[config.mk]
export PLATFORM = sky130hd
export DESIGN_NAME = uart_transmitter_flat
export DESIGN_NICKNAME = d
export VERILOG_FILES = /design/src/rtl/uart_transmitter_if.sv /design/src/rtl/uart_transmitter.sv /design/src/flat_wrapper.sv
export SDC_FILE = /design/constraint.sdc
export NUM_CORES = 1
export LEC_CHECK = 0
export CORE_MARGIN = 3
export CORE_UTILIZATION = 56
export CTS_BUF_LIST = sky130_fd_sc_hd__clkbuf_2 sky130_fd_sc_hd__clkbuf_4 sky130_fd_sc_hd__clkbuf_8
export DETAILED_ROUTE_END_ITERATION = 12
export PLACE_DENSITY = 0.87
export SLEW_MARGIN = 20
export SYNTH_ARGS = -nofsm -noshare
export SYNTH_HDL_FRONTEND = slang
export SYNTH_SLANG_ARGS = --single-unit
[constraint.sdc]
create_clock -name clk -period 2.95 [get_ports clk]
set_input_delay 0.295 -clock clk [delete_from_list [all_inputs] [get_ports clk]]
set_output_delay 0.295 -clock clk [all_outputs]
set_load 0.02 [all_outputs]
[src/rtl/uart_transmitter_if.sv]
// Byte handshake between a producer and the UART transmitter.
// The producer holds data_in and data_in_valid; the transmitter returns data_in_ready.
interface uart_transmitter_if;
  logic [7:0] data_in;
  logic       data_in_valid;
  logic       data_in_ready;

  modport master (
    output data_in,
    output data_in_valid,
    input  data_in_ready
  );

  modport slave (
    input  data_in,
    input  data_in_valid,
    output data_in_ready
  );
endinterface

[src/rtl/uart_transmitter.sv]
// 8N1 UART transmitter fed by a byte FIFO; each bit is held CLOCK_FREQ/BAUD_RATE cycles.
// Frames are sent back to back while the FIFO has data, with no idle cycle between them.
module uart_transmitter #(
  parameter int CLOCK_FREQ = 50_000_000,
  parameter int BAUD_RATE  = 115_200,
  parameter int FIFO_DEPTH = 8
) (
  input  logic                           clk,
  input  logic                           rst,
  uart_transmitter_if.slave              host,
  output logic                           serial_out,
  output logic                           busy,
  output logic [$clog2(FIFO_DEPTH+1)-1:0] fifo_count
);

  localparam int SYMBOL_EDGE_TIME = CLOCK_FREQ / BAUD_RATE;
  localparam int CNT_W   = (SYMBOL_EDGE_TIME > 1) ? $clog2(SYMBOL_EDGE_TIME) : 1;
  localparam int PTR_W   = $clog2(FIFO_DEPTH);
  localparam int COUNT_W = $clog2(FIFO_DEPTH + 1);
  localparam logic [CNT_W-1:0]   CNT_LAST   = CNT_W'(SYMBOL_EDGE_TIME - 1);
  localparam logic [COUNT_W-1:0] COUNT_FULL = COUNT_W'(FIFO_DEPTH);

  typedef enum logic [1:0] {IDLE, START, DATA, STOP} state_t;

  state_t             state, state_next;
  logic [CNT_W-1:0]   cnt, cnt_next;
  logic [2:0]         bit_idx, bit_idx_next;
  logic [7:0]         shift, shift_next;
  logic [COUNT_W-1:0] count_next;
  logic               serial_next;
  logic               busy_next;
  logic               push;
  logic               pop;
  logic               bit_done;

  logic [7:0]         mem [FIFO_DEPTH];
  logic [PTR_W-1:0]   wr_ptr;
  logic [PTR_W-1:0]   rd_ptr;

  // Ready uses the registered count, so a full FIFO refuses a push even when a pop happens alongside.
  assign host.data_in_ready = rst & (fifo_count != COUNT_FULL);
  assign push     = host.data_in_valid & host.data_in_ready;
  assign bit_done = (cnt == CNT_LAST);

  always_comb begin
    state_next   = state;
    cnt_next     = cnt + CNT_W'(1);
    bit_idx_next = bit_idx;
    shift_next   = shift;
    pop          = 1'b0;

    case (state)
      IDLE: begin
        cnt_next = '0;
        if (fifo_count != '0) begin
          pop        = 1'b1;
          shift_next = mem[rd_ptr];
          state_next = START;
        end
      end
      START: begin
        if (bit_done) begin
          cnt_next     = '0;
          bit_idx_next = '0;
          state_next   = DATA;
        end
      end
      DATA: begin
        if (bit_done) begin
          cnt_next     = '0;
          bit_idx_next = bit_idx + 3'd1;
          if (bit_idx == 3'd7) state_next = STOP;
        end
      end
      STOP: begin
        if (bit_done) begin
          cnt_next = '0;
          if (fifo_count != '0) begin
            pop        = 1'b1;
            shift_next = mem[rd_ptr];
            state_next = START;
          end else begin
            state_next = IDLE;
          end
        end
      end
      default: state_next = IDLE;
    endcase

    count_next = fifo_count + COUNT_W'(push) - COUNT_W'(pop);

    // The line level is registered from the next state so it changes on the same edge as the FSM.
    case (state_next)
      START:   serial_next = 1'b0;
      DATA:    serial_next = shift_next[bit_idx_next];
      default: serial_next = 1'b1;
    endcase

    busy_next = (state_next != IDLE) | (count_next != '0);
  end

  always_ff @(posedge clk) begin
    if (!rst) begin
      state      <= IDLE;
      cnt        <= '0;
      bit_idx    <= '0;
      wr_ptr     <= '0;
      rd_ptr     <= '0;
      fifo_count <= '0;
      serial_out <= 1'b1;
      busy       <= 1'b0;
    end else begin
      state      <= state_next;
      cnt        <= cnt_next;
      bit_idx    <= bit_idx_next;
      fifo_count <= count_next;
      serial_out <= serial_next;
      busy       <= busy_next;
      if (push) wr_ptr <= wr_ptr + PTR_W'(1);
      if (pop)  rd_ptr <= rd_ptr + PTR_W'(1);
    end
  end

  // Byte storage carries no reset; validity is tracked by the pointers and count.
  always_ff @(posedge clk) begin
    shift <= shift_next;
    if (push) mem[wr_ptr] <= host.data_in;
  end

endmodule

[src/flat_wrapper.sv]
// flat-port wrapper written by rule: the top's interface ports become plain ports
module uart_transmitter_flat 
#(
  parameter int CLOCK_FREQ = 50_000_000,
  parameter int BAUD_RATE  = 115_200,
  parameter int FIFO_DEPTH = 8
)
  (clk, rst, serial_out, busy, fifo_count, host_data_in, host_data_in_valid, host_data_in_ready);
  uart_transmitter_if host_i ();
  input  logic clk;
  input  logic rst;
  output logic serial_out;
  output logic busy;
  output logic [$clog2(FIFO_DEPTH+1)-1:0] fifo_count;
  input wire logic [$bits(host_i.data_in)-1:0] host_data_in;
  input wire logic [$bits(host_i.data_in_valid)-1:0] host_data_in_valid;
  output wire logic [$bits(host_i.data_in_ready)-1:0] host_data_in_ready;
  assign host_i.data_in = host_data_in;
  assign host_i.data_in_valid = host_data_in_valid;
  assign host_data_in_ready = host_i.data_in_ready;
  uart_transmitter #(.CLOCK_FREQ(CLOCK_FREQ), .BAUD_RATE(BAUD_RATE), .FIFO_DEPTH(FIFO_DEPTH)) u_core (.clk(clk), .rst(rst), .host(host_i), .serial_out(serial_out), .busy(busy), .fifo_count(fifo_count));
endmodule
# Word level (Yosys, flattened, before mapping)
# Memory sizes are Yosys's and may differ from the RTL's. A register that Yosys moved wholly into a read port is not among the register bits.
# Cells that the tools add are included.
# W data, S select, Z words.
dict set report totals {
  ff_bits 34
  ram_bits 64
  input_bits 11
  out_inout_bits 7
  wordCells 58
  mem_count 1
}
# name words word_bits rd rd_clocked_by_memory_dff write_ports line
set mem_list {}
lappend mem_list {u_core.mem 8 8 1 1 1 uart_transmitter.sv:36} ;# logic [7:0] mem [FIFO_DEPTH];
dict set report classes {
  add_sub_neg 6
  magnitude_cmp 1
  eq_ne 8
  muxes 25
  bitwise_logic 3
  n_reduce_logical 5
}
# cell n
set ops {}
lappend ops {{$pmux W9 S2} 1}
lappend ops {{$mux W8} 2}
lappend ops {{$pmux W8 S2} 1}
lappend ops {{$mux W3} 4}
lappend ops {{$mux W2} 5}
lappend ops {{$add A3 B1 Y3 const B} 3}
lappend ops {{$add A9 B1 Y9 const B} 1}
lappend ops {{$eq A9 B9 Y1 const B} 1}
lappend ops {{$mux W9} 1}
lappend ops {{$pmux W2 S4} 1}
lappend ops {{$reduce_bool A4 Y1} 2}
lappend ops {{$eq A2 B2 Y1 const B} 3}
lappend ops {{$mux W1} 6}
lappend ops {{$pmux W3 S2} 1}
lappend ops {{$add A4 B1 Y4} 1}
lappend ops {{$eq A2 B1 Y1 const B} 2}
lappend ops {{$lt A3 B4 Y1 const B} 1}
lappend ops {{$ne A4 B4 Y1 const B} 1}
lappend ops {{$pmux W1 S2} 2}
lappend ops {{$sub A4 B1 Y4} 1}
lappend ops {{$bmux W1 S3} 1}
lappend ops {{$eq A3 B3 Y1 const B} 1}
lappend ops {{$reduce_or A3 Y1} 1}
lappend ops {{$and A1 B1 Y1} 2}
lappend ops {{3 further kinds} 3}

# Logic depth before layout (Yosys ltp)
# Gate-level depths: netlist (run 1).
dict set report logic_depth {
  ltp_word 7
  ltp_mapped 15
  ltp_nobuf 15
}

# Worst setup path after synthesis (run 1)
# No wires, ideal clock.
dict set report synth_path {
  path_type {register to register}
  startpoint {reg u_core.fifo_count[2]}
  endpoint {reg u_core.busy}
  setup_time_ns 0.138
  t_arrival_ns 2.802
  required_time_ns 2.812
  slack_ns 0.010
  path_stages_with_launch 16
  n_path_buf 0
  synth_period_minus_slack_ns 2.940
  cell_sequence {dfxtp_1 inv_1 ha_1 nor3b_1 or2_1 nor2_2 ha_1 inv_1 ha_1 inv_1 fa_1 xnor2_1 nor3b_1 nand2_1 nor2_1 a21oi_1}
}
dict set report synth_via {
  elab_chain_len 7
  word_cells_on_any_way 16
  cone_classes {add/sub (2); eq/ne (1); mux (7); bitwise (3); reduce/logical (3)}
}
# item line
set synth_rtl {}
lappend synth_rtl {{start: declaration} uart_transmitter.sv:13} ;# output logic [$clog2(FIFO_DEPTH+1)-1:0] fifo_count
lappend synth_rtl {{start signal: assignment} uart_transmitter.sv:116} ;# fifo_count <= count_next;
lappend synth_rtl {{$reduce_bool A4 Y1 *} {uart_transmitter.sv:55, uart_transmitter.sv:78}}
lappend synth_rtl {{$mux W1 *} {uart_transmitter.sv:55, uart_transmitter.sv:78}}
lappend synth_rtl {{$mux W1} uart_transmitter.sv:76} ;# if (bit_done) begin
lappend synth_rtl {{$pmux W1 S2 *} uart_transmitter.sv:52} ;# case (state)
lappend synth_rtl {{via u_core.pop} uart_transmitter.sv:33} ;# logic pop;
lappend synth_rtl {{$sub A4 B1 Y4 *} uart_transmitter.sv:90} ;# count_next = fifo_count + COUNT_W'(push) - COUNT_W'(pop);
lappend synth_rtl {{$reduce_bool A4 Y1 *} uart_transmitter.sv:99} ;# busy_next = (state_next != IDLE) | (count_next != '0);
lappend synth_rtl {{$or A1 B1 Y1 *} uart_transmitter.sv:99}
lappend synth_rtl {{end signal: assignment} uart_transmitter.sv:118} ;# busy <= busy_next;
lappend synth_rtl {{end: declaration} uart_transmitter.sv:12} ;# output logic busy,
# Mark *: on every way through the listed nets, which the timed path passes. The rest lies on a longest branch.
# A chain may end at the register's enable or synchronous reset.

# Worst setup path after layout (run 1)
# Ends and elaborated chain as after synthesis.

==> run summary, run 1 <==
Fmax: 360 MHz
Vias: 2,618
Residual DRC count: 0
Die ar.: 8770 µm²
Final setup fails: 0
Most common flop cell mapped by yosys: edfxtp_1
TritonCTS sink count: 101
Reg2reg setup slack: 180 ps
DIE WIDTH: 93.7 µm
Critical Path Start Type: flop
Worst-skew pair later-pin latency: 370 ps
Yosys Warn Count: 0
# diodes: 0
Router iterations before antenna repair: 4
Worst r2r src: u_core.fifo_count[2]$_SDFF_PN0_
Syn Nets: 350
Global-route wire length before repair: 13,600 µm
WP data required: 3180 ps
Congestion Overflow GR: 0
Status: completed
CP endpoint kind: flop
PostCTS Resize Cnt: 0
P_leak: 0.00169 µW
WP data arrival: 3000 ps
Pwr Total: 4140 µW
Crit Path Class: reg -> reg
Netlist Area Pre-Place: 4300 µm²
Clock Tree Buf Depth: 2
VDD IR-drop max: 536 µV
Power per Cell Area: 846 nW/µm²
Total Nets Final: 384
Placer congestion estimate: 0.839
Root Driver: clkbuf_8
Cts hold-fix bufs: 0
Initial DRC count: 209
Core region area: 7370 µm²
CTS clock-pin slew for the worst setup and hold paths: 100 ps
Routed len/inst: 18.0 µm
Worst Setup SP: u_core.fifo_count[2]$_SDFF_PN0_
Crit path to: u_core.busy$_SDFF_PN0_
Max_cap viols: 0
EDFF count, synth: 64
Fin. Hold Viols: 0
Slew @ Worst Pin: 565 ps
Vias per cell: 5.72
Path depth of the worst reg2reg path: 14
CTS tree: done
Sequential area share after synthesis: 61.9%
Register bit total from synthesis: 101
Layout cells sized above 1: 15.3%
Detailed placement HPWL: 5640 µm
Drt total wl: 8230 µm
RR Endpoint: u_core.busy$_SDFF_PN0_
Hold_ws: 461 ps
Yosys cell types: 49
Port Buffers: 17
Antenna viol nets, final: 0
Crit-path max FO: 4
Pin count of the biggest net entering global routing: 20
Antenna violations before repair: 0
Initial Util: 58.4%
Die Span Y: 93.7 µm
Area growth syn-to-layout: 13.7%
Row count: 31
Average cell area after synthesis: 13.4 µm²
Vias in the first global route: 2,788
Share of the clock period used by the worst path after layout: 94.0%
Max-slew violation count: 0
Total Routing Usage GR: 20.7%
Post-CTS Setup Inserts: 0
Post-layout min period: 2770 ps
# H-tree levels: 3
Setup Skew: 12.5 ps
IO Count: 18
Hold Crit Class: reg -> reg
TritonCTS Buffers: 9
Synth Instances: 320
Slew headroom: 62.3%
Post-synth ARST share: 0%
power by group:
part / switching (µW) / internal [µW] / leakage (µW)
clock: 497 / 325 / 0.0000927
combinational: 829 / 714 / 0.000715
sequential: 113 / 1660 / 0.000883
total: 1440 / 2700 / 0.00169
sequential cells by signal, indices dropped and copies added (netlist names), named ones only:
signal	cells
u_core.mem	64
u_core.wr_ptr	3
u_core.rd_ptr	3
u_core.busy	1
u_core.shift	8
u_core.state	2
u_core.serial_out	1
u_core.cnt	9
u_core.bit_idx	3
u_core.fifo_count	4
layout by cell type (no fill, tap or decap), types with 2 or more instances in the layout:
cell,count
nor3_1,8
xnor2_1,9
nand3_1,6
a21o_1,4
nand3b_1,2
a21oi_1,9
edfxtp_1,64
mux2i_1,17
clkdlybuf4s50_1,17
xor2_1,4
nor2_1,32
o211ai_1,3
nand2b_1,6
inv_1,17
dfxtp_2,6
buf_4,15
mux4_2,8
mux4_1,2
clkbuf_8,9
clkinv_4,2
nand2_1,15
a32oi_1,2
o21ai_0,5
o221ai_1,3
inv_6,3
ha_1,17
a32o_1,3
nor2b_1,2
dfxtp_1,31
a22oi_1,6
and2_1,6
cells in the mapped netlist, drive strengths merged, types with 2 or more instances:
cell type | instances | share of area [%]
edfxtp | 64 | 45
dfxtp | 37 | 17
nor2 | 33 | 2.9
ha | 18 | 5.2
inv | 17 | 1.5
mux2i | 17 | 4.0
nand2 | 16 | 1.4
mux4 | 10 | 5.4
a21oi | 9 | 1.0
xnor2 | 9 | 1.8
nor3 | 8 | 0.93
buf | 7 | 0.87
a22oi | 6 | 1.0
and2 | 6 | 0.87
nand2b | 6 | 0.87
nand3 | 6 | 0.70
o21ai | 5 | 0.58
a21o | 4 | 0.70
xor2 | 4 | 0.81
a32o | 3 | 0.70
o211ai | 3 | 0.52
o221ai | 3 | 0.61
a31oi | 2 | 0.44
a32oi | 2 | 0.41
clkbuf | 2 | 0.17
mux2 | 2 | 0.52
nand3b | 2 | 0.35
nor2b | 2 | 0.29
nor3b | 2 | 0.35
or2 | 2 | 0.29
worst max-delay path, cell delays in order, from the launching register on:
cell     delay (ps)
dfxtp_2         340
inv_1            70
ha_1            210
nor3b_2         170
or2_4           260
nor2_2          100
ha_1            230
inv_1            60
ha_1            160
inv_1            70
fa_2            540
nor3b_1         190
nand2_1          70
nor2_1           90
a21oi_1          70
cell type report:
class                           count  area, µm²
Tap cell                           99        124
Timing Repair Buffer               32        283
Inverter                           17       63.8
Fill cell                         532       2480
Clock buffer                        9        124
Multi-Input combinational cell    193       1570
Sequential cell                   101       2670
Clock inverter                      7       62.6
per-stage QoR:
| stage | setup TNS [ps] | area, µm² | std cells | util (%) | setup slack, ps |
|---|---|---|---|---|---|
| after floorplan | 0 | 4300 | 320 | - | 10.5 |
| after global placement | 0 | 4660 | 442 | 63.3 | 265 |
| after detailed placement | 0 | 4660 | 442 | 63.3 | 139 |
| after CTS | 0 | 4850 | 458 | 65.8 | 149 |
| after global routing | -7.33 | 4890 | 458 | 66.4 | -7.33 |
| final | 0 | 4890 | 458 | 66.4 | 176 |
worst min path at each step:
stage | cells past startpoint | start | slack, ps | endpoint
6_report | 1 | u_core.cnt[0]$_SDFF_PP0_ | 460 | u_core.cnt[0]$_SDFF_PP0_
5_1_grt | 1 | u_core.cnt[0]$_SDFF_PP0_ | 480 | u_core.cnt[0]$_SDFF_PP0_
4_1_cts | 1 | u_core.shift[4]$_DFF_P_ | 470 | u_core.shift[4]$_DFF_P_
3_5_place_dp | 1 | u_core.shift[0]$_DFF_P_ | 440 | u_core.shift[0]$_DFF_P_
3_3_place_gp | 1 | u_core.shift[0]$_DFF_P_ | 430 | u_core.shift[0]$_DFF_P_
2_1_floorplan | 0 | host_data_in[0] | 390 | u_core.mem[0][0]$_DFFE_PP_
cells by family (layout without fill, tap and decap cells):
kind of cell               count (synthesis)  count (layout)  share of synthesized area (%)
xor gates and xnor gates                  13              13                           2.65
DFF                                      101             101                           61.9
AOI/OAI and AO/OA                         44              44                           7.42
buffers and inverters                     26              65                           2.53
muxes                                     29              29                           9.89
adders and majority gates                 19              19                           5.70
and+or+nand+nor                           88              88                           9.95
metal layers:
layer	vias up	global-route usage, %	share of wire [%]
li1	1255	-	-
met1	1272	26.1	42
met2	72	35.3	50
met3	19	3.37	5.2
met4	0	8.78	2.2
met5	-	0	0
(Power assumes the default switching activity.)
==> inputs of run 2 (changes only) <==
- CORE_UTILIZATION: 56 -> 35
- PLACE_DENSITY: 0.87 -> 0.63
==> run 2 against run 1 <==
Effect of this change: clock-buffer cell count is the same; combinational power shrank 3%; critical endpoint unchanged; register-to-register slack gained 50 ps; sequential power is essentially flat; non-clock buffer count grew 1; maximum frequency grew 1.9%; critical path depth grew 1; setup slack gained 51 ps; first-iteration DRC count shrank 22%; final cell count grew 9.8%; core utilization shrank 24 points; via count shrank 2.8%.
==> run summary, run 2 (synthesis results as in run 1) <==
Commonest non-fill, non-tap cell in the layout: edfxtp_1
Congestion Overflow GR: 0
Port Buffers: 17
Crit Path Class: reg -> reg
CP cell instances: inv_1 -> ha_1 -> and4b_1 -> a31oi_2 -> nor2_2 -> ha_1 -> inv_1 -> ha_1 -> inv_1 -> fa_1 -> xnor2_1 -> nor3b_2 -> nand2_1 -> nor2_1 -> a21oi_1
Row count: 39
Share of the clock period used by the worst path after layout: 92.3%
Root Driver: clkbuf_8
Slew @ Worst Pin: 722 ps
CTS clock-pin slew for the worst setup and hold paths: 100 ps
Routed len/inst: 16.0 µm
Antenna violations before repair: 0
Largest regs: u_core.mem (64), u_core.cnt (9), u_core.shift (8)
Status: completed
Antenna viol nets, final: 0
WP data arrival: 2950 ps
Reg2reg setup slack: 230 ps
Setup Skew: 8.43 ps
Post-layout min period: 2720 ps
Detailed placement HPWL: 5500 µm
PostCTS Resize Cnt: 0
Worst Path Buf+Inv: 3
DIE WIDTH: 117 µm
Final setup fails: 0
Drt total wl: 8050 µm
Final critical-path setup slack: 226 ps
Max-slew violation count: 0
Hold Crit Class: reg -> reg
Pin count of the biggest net entering global routing: 19
Worst-skew pair later-pin latency: 360 ps
Finished Core Util: 42.0%
CTS tree: done
Die ar.: 13,700 µm²
TritonCTS sink count: 101
Slew headroom: 51.8%
# diodes: 0
Power per Cell Area: 829 nW/µm²
Finished Cell Area: 4920 µm²
Global-route wire length before repair: 13,200 µm
Fillcell total: 1,104
Most frequent cells in the layout: 64 x edfxtp_1, 36 x dfxtp_1, 32 x nor2_1
Residual DRC count: 0
Vias per cell: 5.06
TritonCTS Buffers: 9
Clock Tree Buf Depth: 2
Post-CTS Setup Inserts: 0
Area growth syn-to-layout: 14.4%
Total Routing Usage GR: 12.7%
Max_cap viols: 0
CP max stage delay: 380 ps
Placer congestion estimate: 0.767
Vias in the first global route: 2,585
Pre-CTS WS: 170 ps
Crit-path max FO: 4
IO Count: 18
Vias: 2,545
Core region area: 11,700 µm²
Initial Util: 36.7%
Fmax: 367 MHz
Die Span Y: 117 µm
Slowest stage cell, crit path: dfxtp_1
VDD IR-drop max: 319 µV
P_leak: 0.00169 µW
Critical Path Start Type: flop
Initial DRC count: 162
Router iterations before antenna repair: 4
# H-tree levels: 3
Largest Register: u_core.mem
Delay-heaviest family, CP: adder cells
WP data required: 3180 ps
Layout cells sized above 1: 13.6%
CP endpoint kind: flop
Largest register FFs: 64
Cts hold-fix bufs: 0
Total Nets Final: 385
Post-DP Area: 4730 µm²
Fin. Hold Viols: 0
## run 2: changes by cell type in the layout (fill, tap and decap cells not counted), sizes merged
| cell | previous run | this run |
|---|---|---|
| clkinv | 2 | 1 |
| buf | 15 | 16 |
| clkinvlp | 1 | 2 |
## run 2: worst register-to-register path, stage by stage (launching register included)
cell	delay, ps
dfxtp_1	380
inv_1	60
ha_1	160
and4b_1	220
a31oi_2	250
nor2_2	80
ha_1	270
inv_1	50
ha_1	150
inv_1	50
fa_1	370
xnor2_1	160
nor3b_2	180
nand2_1	70
nor2_1	80
a21oi_1	70
## run 2: path summary, 6_finish.rpt
check,startpoint,endpoint,depth (start not counted)
min reg2reg,u_core.shift[4]$_DFF_P_,u_core.shift[4]$_DFF_P_,1
max reg2reg,u_core.cnt[1]$_SDFF_PP0_,u_core.busy$_SDFF_PN0_,15
max,u_core.cnt[1]$_SDFF_PP0_,u_core.busy$_SDFF_PN0_,15
min,u_core.shift[4]$_DFF_P_,u_core.shift[4]$_DFF_P_,1
## run 2: where the power goes
| part | switching [µW] | internal [µW] | leakage, µW |
|---|---|---|---|
| Combinational | 804 | 700 | 0.000720 |
| Clock | 485 | 318 | 0.0000872 |
| Sequential | 118 | 1650 | 0.000882 |
| Total | 1410 | 2670 | 0.00169 |
## run 2: area by class of cell
class,instances,area [µm²],area share [%]
Clock buffer,9,124,2.52
Timing Repair Buffer,33,290,5.90
Inverter,17,63.8,1.30
Clock inverter,7,56.3,1.14
Multi-Input combinational cell,193,1540,31.4
Tap cell,143,179,3.64
Sequential cell,101,2660,54.1
## run 2: metal layers
layer	global-route usage [%]	wire length (µm)	vias up
met5	0	0	-
met4	3.52	68	0
met3	3.34	337	7
met2	21.9	3980	39
li1	-	-	1252
met1	15.8	3670	1247
## run 2: metrics by stage
step	setup TNS (ps)	std cells	power (µW)	hold slack, ps
3_5_place_dp	0	487	3280	432
6_report	0	503	4080	454
3_3_place_gp	0	487	3240	426
2_1_floorplan	0	320	2870	394
5_1_grt	-8.29	503	4390	495
4_1_cts	0	503	4090	455
==> inputs of run 3 (changes only) <==
- CORE_ASPECT_RATIO: not set -> 1.1
- CORE_MARGIN: 3 -> 8
- CTS_CLUSTER_SIZE: not set -> 30
==> run 3 against run 2 <==
Effect of this change: final area grew 0.71%; critical path depth is 1 lower; total power is 0.61% higher; sequential share of layout area decreased by 0.33 points; non-clock buffer count did not move; core utilization down 0.84 points; clock-buffer cell count did not move; critical endpoint unchanged.
==> run summary, run 3 (synthesis results as in run 1) <==
Antenna violations before repair: 0
Post-layout min period: 2750 ps
WP data required: 3170 ps
Slew @ Worst Pin: 739 ps
Met1 Use GR: 13.1%
Placer congestion estimate: 0.764
Hold Crit Class: reg -> reg
Multi-input logic area: 1550 µm²
Pin count of the biggest net entering global routing: 20
P_leak: 0.00170 µW
Largest Register: u_core.mem
IO Count: 18
Layout cells sized above 1: 14.2%
Router iterations before antenna repair: 4
Clock Tree Buf Depth: 2
Crit-path max FO: 4
Total Routing Usage GR: 10.4%
Port Buffers: 17
Detailed placement HPWL: 5550 µm
CP cell instances: inv_1 -> ha_1 -> or2_4 -> nor2_2 -> ha_1 -> inv_1 -> ha_1 -> inv_1 -> fa_1 -> xnor2_1 -> nor3b_1 -> nand2_1 -> nor2_1 -> a21oi_1
Antenna viol nets, final: 0
Row count: 42
RSZ-0062 raised after global routing: false
# diodes: 0
Share of the clock period used by the worst path after layout: 93.2%
Commonest non-fill, non-tap cell in the layout: edfxtp_1
Total Nets Final: 385
Fmax: 364 MHz
Worst Path Buf+Inv: 3
Global-route wire length before repair: 13,300 µm
Drt total wl: 7970 µm
WP data arrival: 2970 ps
Delay-heaviest family, CP: adder cells
Placed insts: 498
Final setup fails: 0
CP max stage delay: 380 ps
Worst-skew pair later-pin latency: 350 ps
GRT met3 Usage: 2.53%
CTS clock-pin slew for the worst setup and hold paths: 110 ps
Slowest stage cell, crit path: fa_1
Initial DRC count: 127
DIE WIDTH: 122 µm
Filler-free cell count of the finished design: 514
Area growth syn-to-layout: 15.2%
CTS tree: done
Reg area: 2670 µm²
Power per Cell Area: 828 nW/µm²
Vias per cell: 4.93
Setup tns final: 0 ps
TritonCTS sink count: 101
Fillcell total: 1,100
Vias: 2,534
Vias in the first global route: 2,535
Largest regs: u_core.mem (64), u_core.cnt (9), u_core.shift (8)
VDD IR-drop max: 371 µV
Routed len/inst: 15.5 µm
Congestion Overflow GR: 0
Most frequent cells in the layout: 64 x edfxtp_1, 34 x dfxtp_1, 32 x nor2_1
Initial Util: 35.8%
Most Crowded Layer GR: met2
Status: completed
Residual DRC count: 0
Largest register FFs: 64
Met2 Usage GRT: 17.3%
TritonCTS Buffers: 9
Die Span Y: 132 µm
Critical Path Start Type: flop
Core region area: 12,000 µm²
Crit Path Class: reg -> reg
CP endpoint kind: flop
# H-tree levels: 3
Setup Skew: 10.0 ps
Slew headroom: 50.6%
Max_cap viols: 0
Die ar.: 16,100 µm²
Fin. Hold Viols: 0
Max-slew violation count: 0
Root Driver: clkbuf_8
-- run 3: cell count changes in the layout (fill, tap and decap cells not counted), sizes merged --
cell / delta
clkinvlp: -1
clkinv: +1
-- run 3: power breakdown --
group,internal (µW),switching (µW),leakage [µW]
Combinational,694,800,0.000719
Clock,328,506,0.0000943
Sequential,1660,119,0.000882
Total,2680,1420,0.00170
-- run 3: what timing repair did --
action,4_1_cts,5_1_grt
hold buffers,0,0
setup buffers,0,0
gates resized for setup,0,6
endpoints found under the setup margin,0,1
-- run 3: cell type report --
| cell class | count | share of cell area [%] |
|---|---|---|
| Multi-Input combinational cell | 193 | 31.4 |
| Inverter | 17 | 1.29 |
| Clock buffer | 9 | 2.50 |
| Sequential cell | 101 | 53.8 |
| Tap cell | 154 | 3.89 |
| Timing Repair Buffer | 33 | 5.86 |
| Clock inverter | 7 | 1.31 |
-- run 3: metal layers --
metal	up-vias	part of all wire [%]
met3	2	2.5
met5	-	0
met4	0	0.45
li1	1251	-
met2	36	50
met1	1245	47
-- run 3: final timing paths --
kind	startpoint	to	slack, ps	depth (start not counted)
worst max register to register	u_core.state[0]$_SDFF_PN0_	u_core.busy$_SDFF_PN0_	200	14
worst max-delay path	u_core.state[0]$_SDFF_PN0_	u_core.busy$_SDFF_PN0_	200	14
worst min register to register	u_core.shift[0]$_DFF_P_	u_core.shift[0]$_DFF_P_	450	1
worst min-delay path	u_core.shift[0]$_DFF_P_	u_core.shift[0]$_DFF_P_	450	1
-- run 3: per-stage QoR --
stage / area [µm²] / setup WS, ps / utilization (%) / total power, µW / hold WS [ps]
2_1_floorplan: 4300 / 10.5 / - / 2870 / 394
3_3_place_gp: 4750 / 235 / 39.4 / 3250 / 430
3_5_place_dp: 4750 / 165 / 39.4 / 3270 / 431
4_1_cts: 4940 / 125 / 41.0 / 4120 / 454
5_1_grt: 4960 / 3.14 / 41.2 / 4380 / 465
6_report: 4960 / 200 / 41.2 / 4100 / 450
